<file path="src/rtl/id_stage.sv">
// RV32I decode stage: register file, control/immediate decode, load-use detection,
// one-entry replay buffer and ID/EX register. Optional macro: ID_REGFILE_BYPASS_EN.
module id_stage #(
    parameter int unsigned DATA_WIDTH = 32,
    parameter logic [31:0] NOP_INSTR  = 32'h00000013
) (
    input  logic                  clk,
    input  logic                  reset,
    input  logic [31:0]           IF_ID_PC,
    input  logic [31:0]           IF_ID_Instruction,
    input  logic                  IF_ID_jump_branch_taken,
    input  logic                  IF_ID_enable_out,
    input  logic                  hazard_flush,
    input  logic                  wb_reg_write,
    input  logic [4:0]            wb_rd,
    input  logic [DATA_WIDTH-1:0] wb_data,
    output logic                  load_use_stall,
    output logic [31:0]           ID_EX_PC,
    output logic [31:0]           ID_EX_Instruction,
    output logic [DATA_WIDTH-1:0] ID_EX_rs1_data,
    output logic [DATA_WIDTH-1:0] ID_EX_rs2_data,
    output logic [31:0]           ID_EX_imm,
    output logic [4:0]            ID_EX_rs1,
    output logic [4:0]            ID_EX_rs2,
    output logic [4:0]            ID_EX_rd,
    output logic                  ID_EX_alu_src,
    output logic                  ID_EX_mem_read,
    output logic                  ID_EX_mem_write,
    output logic                  ID_EX_reg_write,
    output logic                  ID_EX_mem_to_reg,
    output logic                  ID_EX_branch,
    output logic                  ID_EX_jump,
    output logic                  ID_EX_jump_branch_taken,
    output logic                  ID_EX_illegal,
    output logic                  ID_EX_enable_out
);

    typedef enum logic [6:0] {
        OPC_LUI    = 7'b0110111,
        OPC_AUIPC  = 7'b0010111,
        OPC_JAL    = 7'b1101111,
        OPC_JALR   = 7'b1100111,
        OPC_BRANCH = 7'b1100011,
        OPC_LOAD   = 7'b0000011,
        OPC_STORE  = 7'b0100011,
        OPC_OPIMM  = 7'b0010011,
        OPC_OP     = 7'b0110011
    } opcode_e;

    logic                  r_hold_valid;
    logic [31:0]           r_hold_pc;
    logic [31:0]           r_hold_instr;
    logic                  r_hold_taken;
    logic [DATA_WIDTH-1:0] r_regs [32];

    logic                  w_src_valid;
    logic [31:0]           w_src_pc;
    logic [31:0]           w_src_instr;
    logic                  w_src_taken;
    logic [6:0]            w_opcode;
    logic [4:0]            w_rs1;
    logic [4:0]            w_rs2;
    logic [4:0]            w_rd;
    logic [31:0]           w_imm_i;
    logic [31:0]           w_imm_s;
    logic [31:0]           w_imm_b;
    logic [31:0]           w_imm_u;
    logic [31:0]           w_imm_j;
    logic [31:0]           w_imm;
    logic                  w_alu_src;
    logic                  w_mem_read;
    logic                  w_mem_write;
    logic                  w_reg_write;
    logic                  w_mem_to_reg;
    logic                  w_branch;
    logic                  w_jump;
    logic                  w_illegal;
    logic                  w_uses_rs1;
    logic                  w_uses_rs2;
    logic [DATA_WIDTH-1:0] w_rs1_data;
    logic [DATA_WIDTH-1:0] w_rs2_data;
    logic                  w_issue;

    // A held (previously stalled) instruction always takes precedence over fetch.
    always_comb begin
        w_src_valid = r_hold_valid || IF_ID_enable_out;
        w_src_pc    = r_hold_valid ? r_hold_pc    : IF_ID_PC;
        w_src_instr = r_hold_valid ? r_hold_instr : IF_ID_Instruction;
        w_src_taken = r_hold_valid ? r_hold_taken : IF_ID_jump_branch_taken;
    end

    always_comb begin
        w_opcode = w_src_instr[6:0];
        w_rd     = w_src_instr[11:7];
        w_rs1    = w_src_instr[19:15];
        w_rs2    = w_src_instr[24:20];
        w_imm_i  = {{20{w_src_instr[31]}}, w_src_instr[31:20]};
        w_imm_s  = {{20{w_src_instr[31]}}, w_src_instr[31:25], w_src_instr[11:7]};
        w_imm_b  = {{19{w_src_instr[31]}}, w_src_instr[31], w_src_instr[7],
                    w_src_instr[30:25], w_src_instr[11:8], 1'b0};
        w_imm_u  = {w_src_instr[31:12], 12'b0};
        w_imm_j  = {{11{w_src_instr[31]}}, w_src_instr[31], w_src_instr[19:12],
                    w_src_instr[20], w_src_instr[30:21], 1'b0};
    end

    always_comb begin
        w_imm        = '0;
        w_alu_src    = 1'b0;
        w_mem_read   = 1'b0;
        w_mem_write  = 1'b0;
        w_reg_write  = 1'b0;
        w_mem_to_reg = 1'b0;
        w_branch     = 1'b0;
        w_jump       = 1'b0;
        w_illegal    = 1'b0;
        case (w_opcode)
            OPC_LUI, OPC_AUIPC: begin
                w_imm       = w_imm_u;
                w_alu_src   = 1'b1;
                w_reg_write = 1'b1;
            end
            OPC_JAL: begin
                w_imm       = w_imm_j;
                w_jump      = 1'b1;
                w_reg_write = 1'b1;
            end
            OPC_JALR: begin
                w_imm       = w_imm_i;
                w_alu_src   = 1'b1;
                w_jump      = 1'b1;
                w_reg_write = 1'b1;
            end
            OPC_BRANCH: begin
                w_imm    = w_imm_b;
                w_branch = 1'b1;
            end
            OPC_LOAD: begin
                w_imm        = w_imm_i;
                w_alu_src    = 1'b1;
                w_mem_read   = 1'b1;
                w_reg_write  = 1'b1;
                w_mem_to_reg = 1'b1;
            end
            OPC_STORE: begin
                w_imm       = w_imm_s;
                w_alu_src   = 1'b1;
                w_mem_write = 1'b1;
            end
            OPC_OPIMM: begin
                w_imm       = w_imm_i;
                w_alu_src   = 1'b1;
                w_reg_write = 1'b1;
            end
            OPC_OP: begin
                w_reg_write = 1'b1;
            end
            default: w_illegal = 1'b1;
        endcase
    end

    always_comb begin
        w_uses_rs1 = !(w_opcode inside {OPC_LUI, OPC_AUIPC, OPC_JAL});
        w_uses_rs2 = w_opcode inside {OPC_BRANCH, OPC_STORE, OPC_OP};
    end

    always_comb begin
        w_rs1_data = (w_rs1 == 5'd0) ? '0 : r_regs[w_rs1];
        w_rs2_data = (w_rs2 == 5'd0) ? '0 : r_regs[w_rs2];
`ifdef ID_REGFILE_BYPASS_EN
        if (wb_reg_write && wb_rd != 5'd0 && wb_rd == w_rs1) w_rs1_data = wb_data;
        if (wb_reg_write && wb_rd != 5'd0 && wb_rd == w_rs2) w_rs2_data = wb_data;
`endif
    end

    always_comb begin
        load_use_stall = w_src_valid && ID_EX_enable_out && ID_EX_mem_read &&
                         (ID_EX_rd != 5'd0) &&
                         ((w_uses_rs1 && ID_EX_rd == w_rs1) ||
                          (w_uses_rs2 && ID_EX_rd == w_rs2)) &&
                         !hazard_flush;
        w_issue = w_src_valid && !hazard_flush && !load_use_stall;
    end

    always_ff @(posedge clk) begin
        if (reset) begin
            for (int unsigned i = 0; i < 32; i++) r_regs[i] <= '0;
        end else if (wb_reg_write && wb_rd != 5'd0) begin
            r_regs[wb_rd] <= wb_data;
        end
    end

    // Capture only from fetch; an already-held instruction stays put while stalled.
    always_ff @(posedge clk) begin
        if (reset || hazard_flush) begin
            r_hold_valid <= 1'b0;
            r_hold_pc    <= '0;
            r_hold_instr <= '0;
            r_hold_taken <= 1'b0;
        end else if (load_use_stall) begin
            if (!r_hold_valid) begin
                r_hold_valid <= 1'b1;
                r_hold_pc    <= IF_ID_PC;
                r_hold_instr <= IF_ID_Instruction;
                r_hold_taken <= IF_ID_jump_branch_taken;
            end
        end else if (w_src_valid) begin
            r_hold_valid <= 1'b0;
        end
    end

    always_ff @(posedge clk) begin
        if (reset || !w_issue) begin
            ID_EX_PC                <= '0;
            ID_EX_Instruction       <= NOP_INSTR;
            ID_EX_rs1_data          <= '0;
            ID_EX_rs2_data          <= '0;
            ID_EX_imm               <= '0;
            ID_EX_rs1               <= '0;
            ID_EX_rs2               <= '0;
            ID_EX_rd                <= '0;
            ID_EX_alu_src           <= 1'b0;
            ID_EX_mem_read          <= 1'b0;
            ID_EX_mem_write         <= 1'b0;
            ID_EX_reg_write         <= 1'b0;
            ID_EX_mem_to_reg        <= 1'b0;
            ID_EX_branch            <= 1'b0;
            ID_EX_jump              <= 1'b0;
            ID_EX_jump_branch_taken <= 1'b0;
            ID_EX_illegal           <= 1'b0;
            ID_EX_enable_out        <= 1'b0;
        end else begin
            ID_EX_PC                <= w_src_pc;
            ID_EX_Instruction       <= w_src_instr;
            ID_EX_rs1_data          <= w_rs1_data;
            ID_EX_rs2_data          <= w_rs2_data;
            ID_EX_imm               <= w_imm;
            ID_EX_rs1               <= w_rs1;
            ID_EX_rs2               <= w_rs2;
            ID_EX_rd                <= w_rd;
            ID_EX_alu_src           <= w_alu_src;
            ID_EX_mem_read          <= w_mem_read;
            ID_EX_mem_write         <= w_mem_write;
            ID_EX_reg_write         <= w_reg_write;
            ID_EX_mem_to_reg        <= w_mem_to_reg;
            ID_EX_branch            <= w_branch;
            ID_EX_jump              <= w_jump;
            ID_EX_jump_branch_taken <= w_src_taken;
            ID_EX_illegal           <= w_illegal;
            ID_EX_enable_out        <= 1'b1;
        end
    end

endmodule

</file>
<file path="config.mk">
export PLATFORM = sky130hd
export DESIGN_NAME = id_stage
export DESIGN_NICKNAME = d
export VERILOG_FILES = /design/src/rtl/id_stage.sv
export SDC_FILE = /design/constraint.sdc
export NUM_CORES = 2
export LEC_CHECK = 0
export CAP_MARGIN = 10
export CORE_UTILIZATION = 42
export CTS_CLUSTER_SIZE = 16
export DETAILED_ROUTE_END_ITERATION = 10
export DONT_BUFFER_PORTS = 1
export HOLD_SLACK_MARGIN = 0.08
export SLEW_MARGIN = 20
export SYNTH_ARGS = -nofsm -noshare
export SYNTH_HDL_FRONTEND = slang
export SYNTH_SLANG_ARGS = --single-unit
export TNS_END_PERCENT = 30
</file>
<file path="constraint.sdc">
create_clock -name clk -period 8.1 [get_ports clk]
set_input_delay 1.62 -clock clk [delete_from_list [all_inputs] [get_ports clk]]
set_output_delay 1.62 -clock clk [all_outputs]
set_load 0.005 [all_outputs]
</file>
## Word level (Yosys, flattened, before mapping)

Memory sizes are Yosys's and may differ from the RTL's. A register that Yosys moved wholly into a read port is not among the register bits.
Index checks and enable logic that the tools add are counted.

| cells by class | value |
|---|---|
| equal/unequal tests | 11 |
| muxes and demuxes | 22 |
| reduce and logical (&&, ||, !) cells | 34 |

Operators with widths:

| cell | count |
|---|---|
| $pmux 32 s5 | 1 |
| $mux 32 | 3 |
| $reduce_or 32->1 | 1 |
| $eq 7x6->1 const B | 3 |
| $eq 7x7->1 const B | 3 |
| $mux 1 | 17 |
| $eq 7x5->1 const B | 2 |
| $eq 5x5->1 | 2 |
| $logic_and 1x1->1 | 10 |
| $logic_not 5->1 | 2 |
| $reduce_bool 5->1 | 2 |
| $reduce_or 9->1 | 1 |
| $reduce_or 2->1 | 4 |
| $eq 7x2->1 const B | 1 |
| $reduce_or 7->1 | 1 |
| $reduce_bool 3->1 | 2 |
| $reduce_or 6->1 | 1 |
| $mux 5 | 1 |
| $logic_not 1->1 | 4 |
| $logic_or 1x1->1 | 4 |
| $reduce_or 3->1 | 1 |
| $reduce_bool 2->1 | 1 |

| storage, ports and cells | value |
|---|---|
| bits in registers | 186 |
| bits in writable memories | 1024 |
| word-level logic and storage cells | 87 |
| memories | 1 |

Memories:

| name | depth | width | rd ports | clocked after Yosys merged registers in | write ports | line | RTL |
|---|---|---|---|---|---|---|---|
| r_regs | 32 | 32 | 2 | 2 | 32 | 54 | `logic [DATA_WIDTH-1:0] r_regs [32];` |

## Depth between registers and ports, before layout

| logic depth | value |
|---|---|
| word-level depth | 13 |
| depth in mapped cells | 13 |

## Worst setup path after synthesis

Ideal clock, no wire load.

| timing | value |
|---|---|
| kind | input -> output |
| from | input port IF_ID_Instruction[3] |
| to | output port load_use_stall |
| data arrival time | 3305 ps |
| required time | 6480 ps |
| path slack | 3175 ps |
| cell stages on the path | 7 |
| cells stage by stage | or4bb_1 > a21o_1 > nor4_1 > and3_1 > o21ai_1 > buf_2 > nor2_1 |

| on the way | value |
|---|---|
| cells in the longest elaborated chain, start to end | 8 |
| elaborated cells on any way between the ends | 15 |
| classes of those cells | eq/ne (6); mux (1); reduce/logical (8) |

Ends and longest elaborated chain:

| element | line | RTL |
|---|---|---|
| start: declaration | 10 | `input logic [31:0] IF_ID_Instruction,` |
| $mux 32 * | - |  |
| $eq 7x6->1 (tied with other cells) | 162 | `w_uses_rs1 = !(w_opcode inside {OPC_LUI, OPC_AUIPC, OPC_JAL});` |
| $reduce_bool 3->1 | 162 |  |
| $logic_not 1->1 | 162 |  |
| $logic_and 1x1->1 | 178 | `((w_uses_rs1 && ID_EX_rd == w_rs1) \|\|` |
| $logic_or 1x1->1 * | 178 |  |
| $logic_and 1x1->1 * | 177 | `(ID_EX_rd != 5'd0) &&` |
| $logic_and 1x1->1 * | 179 | `(w_uses_rs2 && ID_EX_rd == w_rs2)) &&` |
| end: declaration | 17 | `output logic load_use_stall,` |

Every way passes the cells marked *; elsewhere a longest branch is shown, timed or not.

## Final worst setup path

| timing | value |
|---|---|
| from | register r_hold_valid |
| to | output port load_use_stall |

| on the way | value |
|---|---|
| cells in the longest elaborated chain, start to end | 8 |
| elaborated cells on any way between the ends | 21 |
| classes of those cells | eq/ne (8); mux (1); reduce/logical (12) |

Ends and longest elaborated chain:

| element | line | RTL |
|---|---|---|
| start: declaration | 50 | `logic r_hold_valid;` |
| start signal: assignment | 195 | `r_hold_valid <= 1'b0;` |
| start signal: assignment | 201 | `r_hold_valid <= 1'b1;` |
| start signal: assignment | 207 | `r_hold_valid <= 1'b0;` |
| $mux 32 | - |  |
| $eq 7x6->1 (tied with other cells) | 162 |  |
| $reduce_bool 3->1 | 162 |  |
| $logic_not 1->1 | 162 |  |
| $logic_and 1x1->1 | 178 |  |
| $logic_or 1x1->1 | 178 |  |
| $logic_and 1x1->1 * | 177 |  |
| $logic_and 1x1->1 * | 179 |  |

Marks and branches as above.

==> results by group <==
Power
  – Seq pwr share: 49.2%
  – Combinational share of power: 9.3%
  – P per Cell Area: 218 nW/µm²
  – Sw power: 3.94 mW
  – Final Power: 15.2 mW
  – P_leak: 25.6 nW
  – Switching share of power: 25.9%
  – Clock share of power: 41.5%
  – Max VDD drop: 0.203 mV
  – Int Pwr: 11.3 mW

Setup path
  – Worst reg2reg startpoint: r_hold_valid
  – CP Launch Type: register
  – Req. time, crit path: 6.48 ns
  – Kind of critical path: reg2out
  – Crit path launch: r_hold_valid
  – Crit-path max FO: 52
  – Crit. End Element: primary output
  – Crit path DAT: 4.40 ns

Yosys
  – Yosys top cell by area: edfxtp_1
  – Post-Synthesis Cells: 5860
  – Top post-synthesis cells by area: edfxtp_1, and2_1, dfxtp_1, nand2_1, mux2i_1
  – Post-synth EDFFs: 1024
  – Seq cells post-synth: 1259
  – Sequential cell area fraction in the yosys report: 55.6%
  – Top_reg_cell synth: edfxtp_1
  – Library cells used by synthesis: 60
  – Mapped Area: 63700 µm²
  – Yosys warns: 0
  – Synth top area share: 48.2%
  – Synthesized area per cell: 10.9 µm²
  – Share of flip-flops with an asynchronous set or reset: 0%

Detailed routing
  – Final wirelength: 229000 µm
  – Post-DRT Antenna Nets: 0
  – TritonRoute pass-1 iters: 6
  – 1st-iter DRT viols: 5939
  – DR WL/cell: 29.6 µm
  – DRC Markers: 0
  – Vias per std cell: 6.09
  – Detailed-route via count: 47100

Timing
  – Crit path setup slack, layout: 2.08 ns
  – Tmin final: 6.02 ns
  – Final Skew: 0.0289 ns
  – Max-slew violation count: 0
  – Peak Freq: 166 MHz
  – Setup violations, final: 0
  – Final Hold Viols: 0
  – Worst-margin pin slew: 1.39 ns
  – Setup_tns: 0 ns
  – RSZ-0062 raised after global routing: no
  – Max_slew headroom: 7.32%
  – Final worst-path cycle share: 74.4%

Finish
  – FF+latch area: 35500 µm²
  – Number of fill cells: 13500
  – Most common cell after layout, fill and taps aside: nand2_1
  – Number of flip-flops in the largest register: 1024
  – Commonest non-fill, non-tap cells in the layout: nand2_1, edfxtp_1, and2_1, nand3_1, mux2i_1
  – Nets: 5702
  – Layout cell share with drive strength beyond 1: 10.6%
  – Area added between synthesis and finish: 9.65%
  – Area of the multi-input gates: 26400 µm²
  – Top reg by flops: r_regs

Floorplanning
  – Rows: 142
  – Chip height: 392 µm
  – Starting density of the core: 42.4%
  – Die area: 153000 µm²
  – Core ar.: 150000 µm²
  – Top Ports: 293
  – Die W: 392 µm

CTS
  – CTS buffer count: 142
  – Skew-Pair Late Insertion Delay: 0.81 ns
  – Post-CTS sizing: 0
  – H-tree Lvls: 4
  – Clk pin slew, worst setup/hold paths: 0.06 ns
  – Clock sinks: 1259
  – Post-CTS setup buffer count: 0
  – CTS tree: done
  – Max Root-Sink Buffers: 3
  – Hold-fix buffers, CTS: 0
  – CTS Root Cell: clkbuf_16

Place
  – Pre-CTS worst setup slack: 2.86 ns
  – PortBufs: 0
  – Dpl hpwl: 132000 µm
  – GP Congestion: 0.891

Status
  – Status: finished clean

Flow run
  – Max_cap viols: 0

Hold path
  – Min-delay src: r_hold_instr[30]
  – Min-delay worst type: reg2reg

Global route
  – GRT Total Usage: 29.4%
  – First-pass GRT wire length: 324000 µm
  – Gr ovfl total: 0
  – Largest net degree at the start of global routing: 125
  – Number of global-route vias before repair: 44900
  – Initial antenna violation count: 11
[routing by layer]
metal  vias to the layer above  track usage [%]  routed length, µm
met1                     23200             38.9              88400
met2                      3126             44.5             101000
met3                       537             7.95              28300
met4                         0             14.0              11000
li1                      20300                -                  -
met5                         -                0                  0
[cell families (layout without fill, tap and decap cells)]
group	after synthesis	in the layout	share of synthesized area (%)
xor+xnor	9	9	0.124
flops	1259	1259	55.6
compound gates	496	496	5.45
buf+inv	570	390	3.91
other cells	1	35	0.00588
simple gates	2963	2963	23.3
mux	562	562	11.6
[cell type report]
cell class | instances | area share, %
sequential | 1259 | 50.7
multi-input combinational | 4062 | 37.7
clock buffer | 194 | 5.61
tap | 2016 | 3.61
timing repair buffer | 119 | 1.40
clock inverter | 66 | 0.822
inverter | 11 | 0.0591
antenna | 3 | 0.0107
[cells in the mapped netlist, types with 9 or more instances]
cell type and n:
a21oi_1 123, a22oi_1 35, a31oi_1 16, a32o_1 14, a32oi_1 82, and2_1 993
and3_1 54, and4_1 14, buf_1 28, buf_2 95, buf_4 51, clkbuf_1 379
dfxtp_1 235, edfxtp_1 1024, inv_1 11, mux2_2 12, mux2i_1 409, mux4_2 137
nand2_1 1117, nand3_1 494, nand4_1 67, nor2_1 140, nor3_1 15, o21ai_0 89
o221a_2 32, o221ai_1 49, o22ai_1 17, o31ai_1 22, or2_2 33, xnor2_1 9
[metrics by stage]
step,hold WS [ns],instances,area [µm²],utilization [%]
after floorplan,0.438,5891,63800,-
after global placement,0.444,7467,65400,43.5
after detailed placement,0.454,7467,65400,43.5
after CTS,0.460,7727,69900,46.5
after global routing,0.478,7728,69900,46.5
final,0.458,7730,69900,46.5
[power groups by stage]
stage | sequential (mW) | clock, mW | combinational, mW
3_5_place_dp | 7.62 | 0 | 1.39
2_1_floorplan | 7.54 | 0 | 0.938
6_report | 7.50 | 6.32 | 1.42
4_1_cts | 7.49 | 6.37 | 1.40
5_1_grt | 7.53 | 6.62 | 1.49
3_3_place_gp | 7.61 | 0 | 1.38
[critical path, cell delays in order (launching register included)]
cell and delay [ns]:
dfxtp_4 0.89, buf_4 0.81, mux2i_2 0.53, nor4_1 0.11, o211a_1 0.45, nor3_2 0.47, o21ai_2 0.15, nor2_1 0.14
[path summary, 6_finish.rpt]
| check | slack, ns | cells after the start | endpoint |
|---|---|---|---|
| setup / recovery | 2.08 | 7 | load_use_stall |
| hold / removal | 0.46 | 2 | r_hold_instr[30] |
| setup reg to reg | 3.28 | 9 | ID_EX_Instruction[4] |
| hold reg to reg | 0.46 | 2 | r_hold_instr[30] |
Power figures use the tool's default switching activity.
